--- src/rtl/pt_tx_sched_if.sv ---
// Producer-to-scheduler codeword handshake for pt_tx_sched.
interface pt_tx_sched_if;
   logic [23:0] in_data;
   logic        in_valid;
   logic        in_ready;

   modport master (output in_data, output in_valid, input in_ready);
   modport slave  (input in_data, input in_valid, output in_ready);
endinterface

--- src/rtl/pt_tx_sched.sv ---
// PT2262 transmit scheduler: buffers codewords and sends each one REPEATS times.
// Define PT_SCHED_GAP_EN to insert a GAP_CYCLES hold between bursts.
module pt_tx_sched #(
   parameter int DEPTH      = 4,
   parameter int REPEATS    = 7,
   parameter int TIMEOUT    = 2048,
   parameter int GAP_CYCLES = 64
) (
   input  logic                   clk,
   input  logic                   rst,
   pt_tx_sched_if.slave           src,
   input  logic                   enc_done,
   output logic                   enc_rst,
   output logic [23:0]            enc_ad,
   output logic                   busy,
   output logic [$clog2(DEPTH):0] level,
   output logic                   err,
   input  logic                   err_clr
);
   localparam int         PTR_W    = $clog2(DEPTH);
   localparam int         LVL_W    = PTR_W + 1;
   localparam int         TMR_W    = $clog2(TIMEOUT);
   localparam logic [7:0] REP_LAST = 8'(REPEATS);

   if (DEPTH < 2 || (DEPTH & (DEPTH - 1)) != 0 || REPEATS < 1 || REPEATS > 255 ||
       TIMEOUT < 16 || GAP_CYCLES < 1) begin : g_bad_params
      $error("pt_tx_sched: parameter out of range");
   end

   // state | meaning
   // IDLE  | encoder held, waiting for a queued codeword
   // LOAD  | codeword on enc_ad, encoder held one more cycle to settle
   // SEND  | encoder released, counting done edges and watching the timer
   // GAP   | encoder held between bursts (gap build only)
   typedef enum logic [1:0] {IDLE, LOAD, SEND, GAP} state_t;

   state_t           state;
   logic [23:0]      mem [DEPTH];
   logic [PTR_W-1:0] wptr;
   logic [PTR_W-1:0] rptr;
   logic [7:0]       frames;
   logic [TMR_W-1:0] timer;
   logic             done_q;
   logic             push;
   logic             pop;
   logic             done_rise;

   assign src.in_ready = (level != LVL_W'(DEPTH));
   assign push         = src.in_valid && src.in_ready;
   assign pop          = (state == IDLE) && (level != '0);
   assign done_rise    = enc_done && !done_q;

   // Storage carries no reset; only pointers and level define validity.
   always_ff @(posedge clk) begin
      if (push) mem[wptr] <= src.in_data;
   end

   always_ff @(posedge clk or negedge rst) begin
      if (!rst) begin
         wptr  <= '0;
         rptr  <= '0;
         level <= '0;
      end else begin
         if (push) wptr <= wptr + 1'b1;
         if (pop)  rptr <= rptr + 1'b1;
         if (push && !pop)      level <= level + 1'b1;
         else if (pop && !push) level <= level - 1'b1;
      end
   end

`ifdef PT_SCHED_GAP_EN
   localparam int GAP_W = $clog2(GAP_CYCLES + 1);
   logic [GAP_W-1:0] gap_cnt;
`endif

   always_ff @(posedge clk or negedge rst) begin
      if (!rst) begin
         state   <= IDLE;
         enc_rst <= 1'b1;
         enc_ad  <= '0;
         busy    <= 1'b0;
         err     <= 1'b0;
         frames  <= '0;
         timer   <= '0;
         done_q  <= 1'b0;
`ifdef PT_SCHED_GAP_EN
         gap_cnt <= '0;
`endif
      end else begin
         // A timeout set later in this block overrides the clear.
         if (err_clr) err <= 1'b0;
         case (state)
            IDLE: begin
               if (pop) begin
                  enc_ad <= mem[rptr];
                  frames <= '0;
                  timer  <= '0;
                  busy   <= 1'b1;
                  state  <= LOAD;
               end
            end
            LOAD: begin
               done_q  <= enc_done;
               enc_rst <= 1'b0;
               state   <= SEND;
            end
            SEND: begin
               done_q <= enc_done;
               if (done_rise) begin
                  frames <= frames + 8'd1;
                  timer  <= '0;
                  if (frames + 8'd1 == REP_LAST) begin
                     enc_rst <= 1'b1;
`ifdef PT_SCHED_GAP_EN
                     gap_cnt <= GAP_W'(GAP_CYCLES - 1);
                     state   <= GAP;
`else
                     busy    <= 1'b0;
                     state   <= IDLE;
`endif
                  end
               end else if (timer == TMR_W'(TIMEOUT - 1)) begin
                  err     <= 1'b1;
                  enc_rst <= 1'b1;
                  busy    <= 1'b0;
                  state   <= IDLE;
               end else begin
                  timer <= timer + 1'b1;
               end
            end
`ifdef PT_SCHED_GAP_EN
            GAP: begin
               if (gap_cnt == '0) begin
                  busy  <= 1'b0;
                  state <= IDLE;
               end else begin
                  gap_cnt <= gap_cnt - 1'b1;
               end
            end
`endif
            default: state <= IDLE;
         endcase
      end
   end
endmodule
--- src/flat_wrapper.sv ---
// flat-port wrapper written by rule: the top's interface ports become plain ports
module pt_tx_sched_flat 
#(
   parameter int DEPTH      = 4,
   parameter int REPEATS    = 7,
   parameter int TIMEOUT    = 2048,
   parameter int GAP_CYCLES = 64
)
  (clk, rst, enc_done, enc_rst, enc_ad, busy, level, err, err_clr, src_in_data, src_in_valid, src_in_ready);
  pt_tx_sched_if src_i ();
  input  logic clk;
  input  logic rst;
  input  logic enc_done;
  output logic enc_rst;
  output logic [23:0] enc_ad;
  output logic busy;
  output logic [$clog2(DEPTH):0] level;
  output logic err;
  input  logic err_clr;
  input wire logic [$bits(src_i.in_data)-1:0] src_in_data;
  input wire logic [$bits(src_i.in_valid)-1:0] src_in_valid;
  output wire logic [$bits(src_i.in_ready)-1:0] src_in_ready;
  assign src_i.in_data = src_in_data;
  assign src_i.in_valid = src_in_valid;
  assign src_in_ready = src_i.in_ready;
  pt_tx_sched #(.DEPTH(DEPTH), .REPEATS(REPEATS), .TIMEOUT(TIMEOUT), .GAP_CYCLES(GAP_CYCLES)) u_core (.clk(clk), .rst(rst), .src(src_i), .enc_done(enc_done), .enc_rst(enc_rst), .enc_ad(enc_ad), .busy(busy), .level(level), .err(err), .err_clr(err_clr));
endmodule
--- config.mk ---
export PLATFORM = sky130hd
export DESIGN_NAME = pt_tx_sched_flat
export DESIGN_NICKNAME = d
export VERILOG_FILES = /design/src/rtl/pt_tx_sched_if.sv /design/src/rtl/pt_tx_sched.sv /design/src/flat_wrapper.sv
export SDC_FILE = /design/constraint.sdc
export NUM_CORES = 1
export LEC_CHECK = 0
export ABC_AREA = 1
export CAP_MARGIN = 20
export CORE_UTILIZATION = 50
export DETAILED_ROUTE_END_ITERATION = 8
export PLACE_DENSITY = 0.71
export SKIP_CTS_REPAIR_TIMING = 1
export SLEW_MARGIN = 20
export SYNTH_ARGS = -nofsm -noshare
export SYNTH_HDL_FRONTEND = slang
export SYNTH_SLANG_ARGS = --single-unit
--- constraint.sdc ---
create_clock -name clk -period 2.3 [get_ports clk]
set_input_delay 0.46 -clock clk [delete_from_list [all_inputs] [get_ports clk]]
set_output_delay 0.46 -clock clk [all_outputs]
set_load 0.05 [all_outputs]
==> out/results.txt <==
The flow ran to the end, and the final reports show no timing, DRC or antenna violations. The via count of the first global-routing pass was 4,476. The areal power density over the cells is 1430 mW/mm², and the slew of the pin with the lowest slew margin is 0.582 ns. Buffers inserted during clock tree synthesis total 17. For this run, the number of Yosys warnings is 0. The largest single stage delay on the critical path is 0.80 ns. The path type of the worst setup path is register to output port.

In the routed design, unresolved DRC markers number 0. The data arrival time at the worst-slack endpoint is 1.76 ns, and the worst max-slew margin expressed relative to the limit is 61.1%. For this run the aggregate overflow at the end of global routing stands at 0. The number of antenna diodes in the final layout is 0. Yosys attributes the largest share of cell area to sky130_fd_sc_hd__edfxtp_1, sky130_fd_sc_hd__dfrtp_1, sky130_fd_sc_hd__nor2_1, sky130_fd_sc_hd__o21ai_0, sky130_fd_sc_hd__nand2_1. Number of clock sinks seen by CTS: 152. The tools report the buffer type at the clock tree root as sky130_fd_sc_hd__clkbuf_16.

Between clock sinks in the finished design, the worst skew comes to 0.00644 ns. The synthesized design spends more area on one cell type than any other, namely sky130_fd_sc_hd__edfxtp_1. The worst setup path is launched from a register. In this run the worst hold path is classified as register to register. Sequential elements use 67.9% of the synthesized area. The async set-or-reset flop fraction in the synthesized netlist is 36.8%, and the wire length after detailed routing is 13.0 mm. The critical path's slowest cell is sky130_fd_sc_hd__clkdlybuf4s50_1.

For this design the static power due to leakage is 0.00300 µW. The synthesized cell area is 0.00631 mm², and the iteration-0 DRC count of the detailed router is 267. The number of hold-slack violations in the final timing report came out at 0. For the insertion delay to the later sink of the worst-skew pair, the log shows 0.42 ns. Number of iterations in the first detailed-routing pass: 5.

In the final routed layout, each cell accounts on average for 15.6 µm. The critical path buffer and inverter count works out to 1. The number of placed instances, taps included, is 804. The most critical setup path has its startpoint at u_core.enc_rst.

Cells with a size suffix above 1 make up 11.2% of the layout. The leading cell type by number of instances after synthesis is sky130_fd_sc_hd__nor2_1. Based on the critical path, the design can be clocked at up to 0.450 GHz. The source of the worst register-to-register timing path was u_core.state[0]. The kind of end point of the critical path is an output port. The critical path goes through clkdlybuf4s50_1. Setup repair after global routing left no endpoint under its margin. The number of flops mapped to enable cells by yosys was 96; the number of top-level pins was 60. Total number of H-tree levels: 4. In this run the most critical hold path is launched from u_core.enc_rst. The count of nets left with antenna violations once routing finished came out at 0. Placed cell area: 0.00723 mm². Subtracting the final worst setup slack from the clock period gives 2.22 ns. The number of buffers between clock root and the deepest sink was 2. For this run, the total global-route usage over all layers was measured as 22.0%. The most used flip-flop cell after synthesis is sky130_fd_sc_hd__edfxtp_1. In this run the worst path has a maximum fanout of 2.

Of the available clock period, the critical path in the final layout requires 96.6%. Max-cap violations in this run came to 0. After legalization and detailed placement, the total HPWL measured 8.40 mm. At the end of routability-driven placement, the weighted congestion stood at 0.830. Using the TritonRoute via totals, the vias-per-cell ratio works out to 5.23.

The design draws 11,300 µW. The worst-case IR drop observed on VDD is 0.000764 V. TritonCTS built the clock tree. The net count of the finished layout is 697.

The area growth from synthesis to layout is 24.6%. By count the netlist is led by sky130_fd_sc_hd__nor2_1, sky130_fd_sc_hd__edfxtp_1, sky130_fd_sc_hd__o21ai_0. Grouping stages by cell kind, the critical path spends the most delay in buffers and inverters. The core region is 0.0122 mm². The non-filler instance count after layout is 837, and the finished layout cell area is 0.00786 mm².

The share of Yosys cell area claimed by the top area cell type is 45.7%, and the distinct cell type count of the synthesized netlist is 31. The floorplan has 40 rows. For the required time at the endpoint of the critical path, the log shows 1.84 ns. The final count of negative-setup-slack endpoints is 0, and the overall die width is 114 µm. The initial antenna violation count is 0, and the net count after synthesis is 619. The clock-pin slew reported for the worst setup and hold paths after clock tree synthesis was 0.06 ns; the via count of the routed design was 4,379. The vertical extent of the die was 114 µm; the count of port buffers added during placement was 59. The first-pass GRT wire length is 21.7 mm, and the full die area is 0.0131 mm².

The max-slew violation total from the final report was 0; the cell count after synthesis was 578. After synthesis the netlist holds a flip-flop and latch count of 152. The average footprint of a synthesized cell works out to 10.9 µm². Once the floorplan was initialized, standard cells occupied 51.9% of the core. Pin count of the biggest net entering global routing: 52.
## routing by layer
layer  up-vias  global-route usage [%]  part of all wire, %
met3        19                    4.76                  4.4
met5         -                       0                    0
met2       110                    38.4                   51
li1       2129                       -                    -
met4         0                    8.48                  1.7
met1      2121                    26.8                   43
## path summary, 6_finish.rpt
check | end | slack, ns | cells past startpoint
worst min register to register | u_core.enc_rst | 0.47 | 2
worst max-delay path | enc_rst | 0.08 | 1
max in group asynchronous | u_core.enc_rst | 1.19 | 3
worst max register to register | u_core.level[2] | 0.27 | 9
worst min-delay path | u_core.enc_rst | 0.47 | 2
min in group asynchronous | u_core.level[2] | 0.54 | 2
## stage by stage
stage          worst slack [ns]  util [%]  hold WS [ns]   TNS, ns
2_1_floorplan            0.0317         -         0.164         0
3_3_place_gp              0.126      59.5         0.418         0
3_5_place_dp             0.0992      59.5         0.425         0
4_1_cts                -0.00658      64.5       -0.0221  -0.00658
5_1_grt                  0.0332      64.7         0.500         0
6_report                 0.0789      64.7         0.474         0
## cell families after synthesis
family                   count (synthesis)  synth area share, %
adder cells (fa/ha/maj)                 12                 2.50
buffers and inverters                   67                 4.18
AND/OR/NAND/NOR                        243                 16.0
XOR/XNOR                                 6                0.833
flip-flops                             152                 67.9
AO/OA/AOI/OAI                           98                 8.59
## cell type report
type / instances / area, µm²
Clock buffer: 21 / 470
Timing Repair Buffer: 82 / 801
Inverter: 44 / 165
Multi-Input combinational cell: 359 / 1780
Tap cell: 168 / 210
Sequential cell: 152 / 4290
Clock inverter: 11 / 145
Fill cell: 940 / 4300
## report_power, final
group          internal [µW]  total, µW  switching, µW
clock network           1790       2840           1050
registers               3660       4020            366
logic                   1470       4400           2940
total                   6910      11300           4350
## registers in the layout (all words and copies together) (netlist names)
| register | cells |
|---|---|
| u_core.mem | 96 |
| u_core.enc_ad | 24 |
| u_core.timer | 11 |
| u_core.frames | 8 |
| u_core.level | 3 |
| u_core.rptr | 2 |
| u_core.state | 2 |
| u_core.wptr | 2 |
| u_core.busy | 1 |
| u_core.done_q | 1 |
| u_core.enc_rst | 1 |
| u_core.err | 1 |
## cells in the final DEF (no fill, tap or decap), types with 5 or more instances in the layout
| master | instances |
|---|---|
| sky130_fd_sc_hd__nor2_1 | 140 |
| sky130_fd_sc_hd__edfxtp_1 | 96 |
| sky130_fd_sc_hd__o21ai_0 | 62 |
| sky130_fd_sc_hd__clkdlybuf4s50_1 | 57 |
| sky130_fd_sc_hd__nand2_1 | 53 |
| sky130_fd_sc_hd__dfrtp_1 | 52 |
| sky130_fd_sc_hd__inv_1 | 40 |
| sky130_fd_sc_hd__a31oi_1 | 24 |
| sky130_fd_sc_hd__nand3_1 | 23 |
| sky130_fd_sc_hd__buf_4 | 19 |
| sky130_fd_sc_hd__clkbuf_16 | 17 |
| sky130_fd_sc_hd__ha_1 | 11 |
| sky130_fd_sc_hd__nand4_1 | 9 |
| sky130_fd_sc_hd__nor2_2 | 8 |
| sky130_fd_sc_hd__xor2_1 | 5 |
| sky130_fd_sc_hd__a21oi_1 | 5 |
No activity file was read; power rests on OpenSTA's default activity.
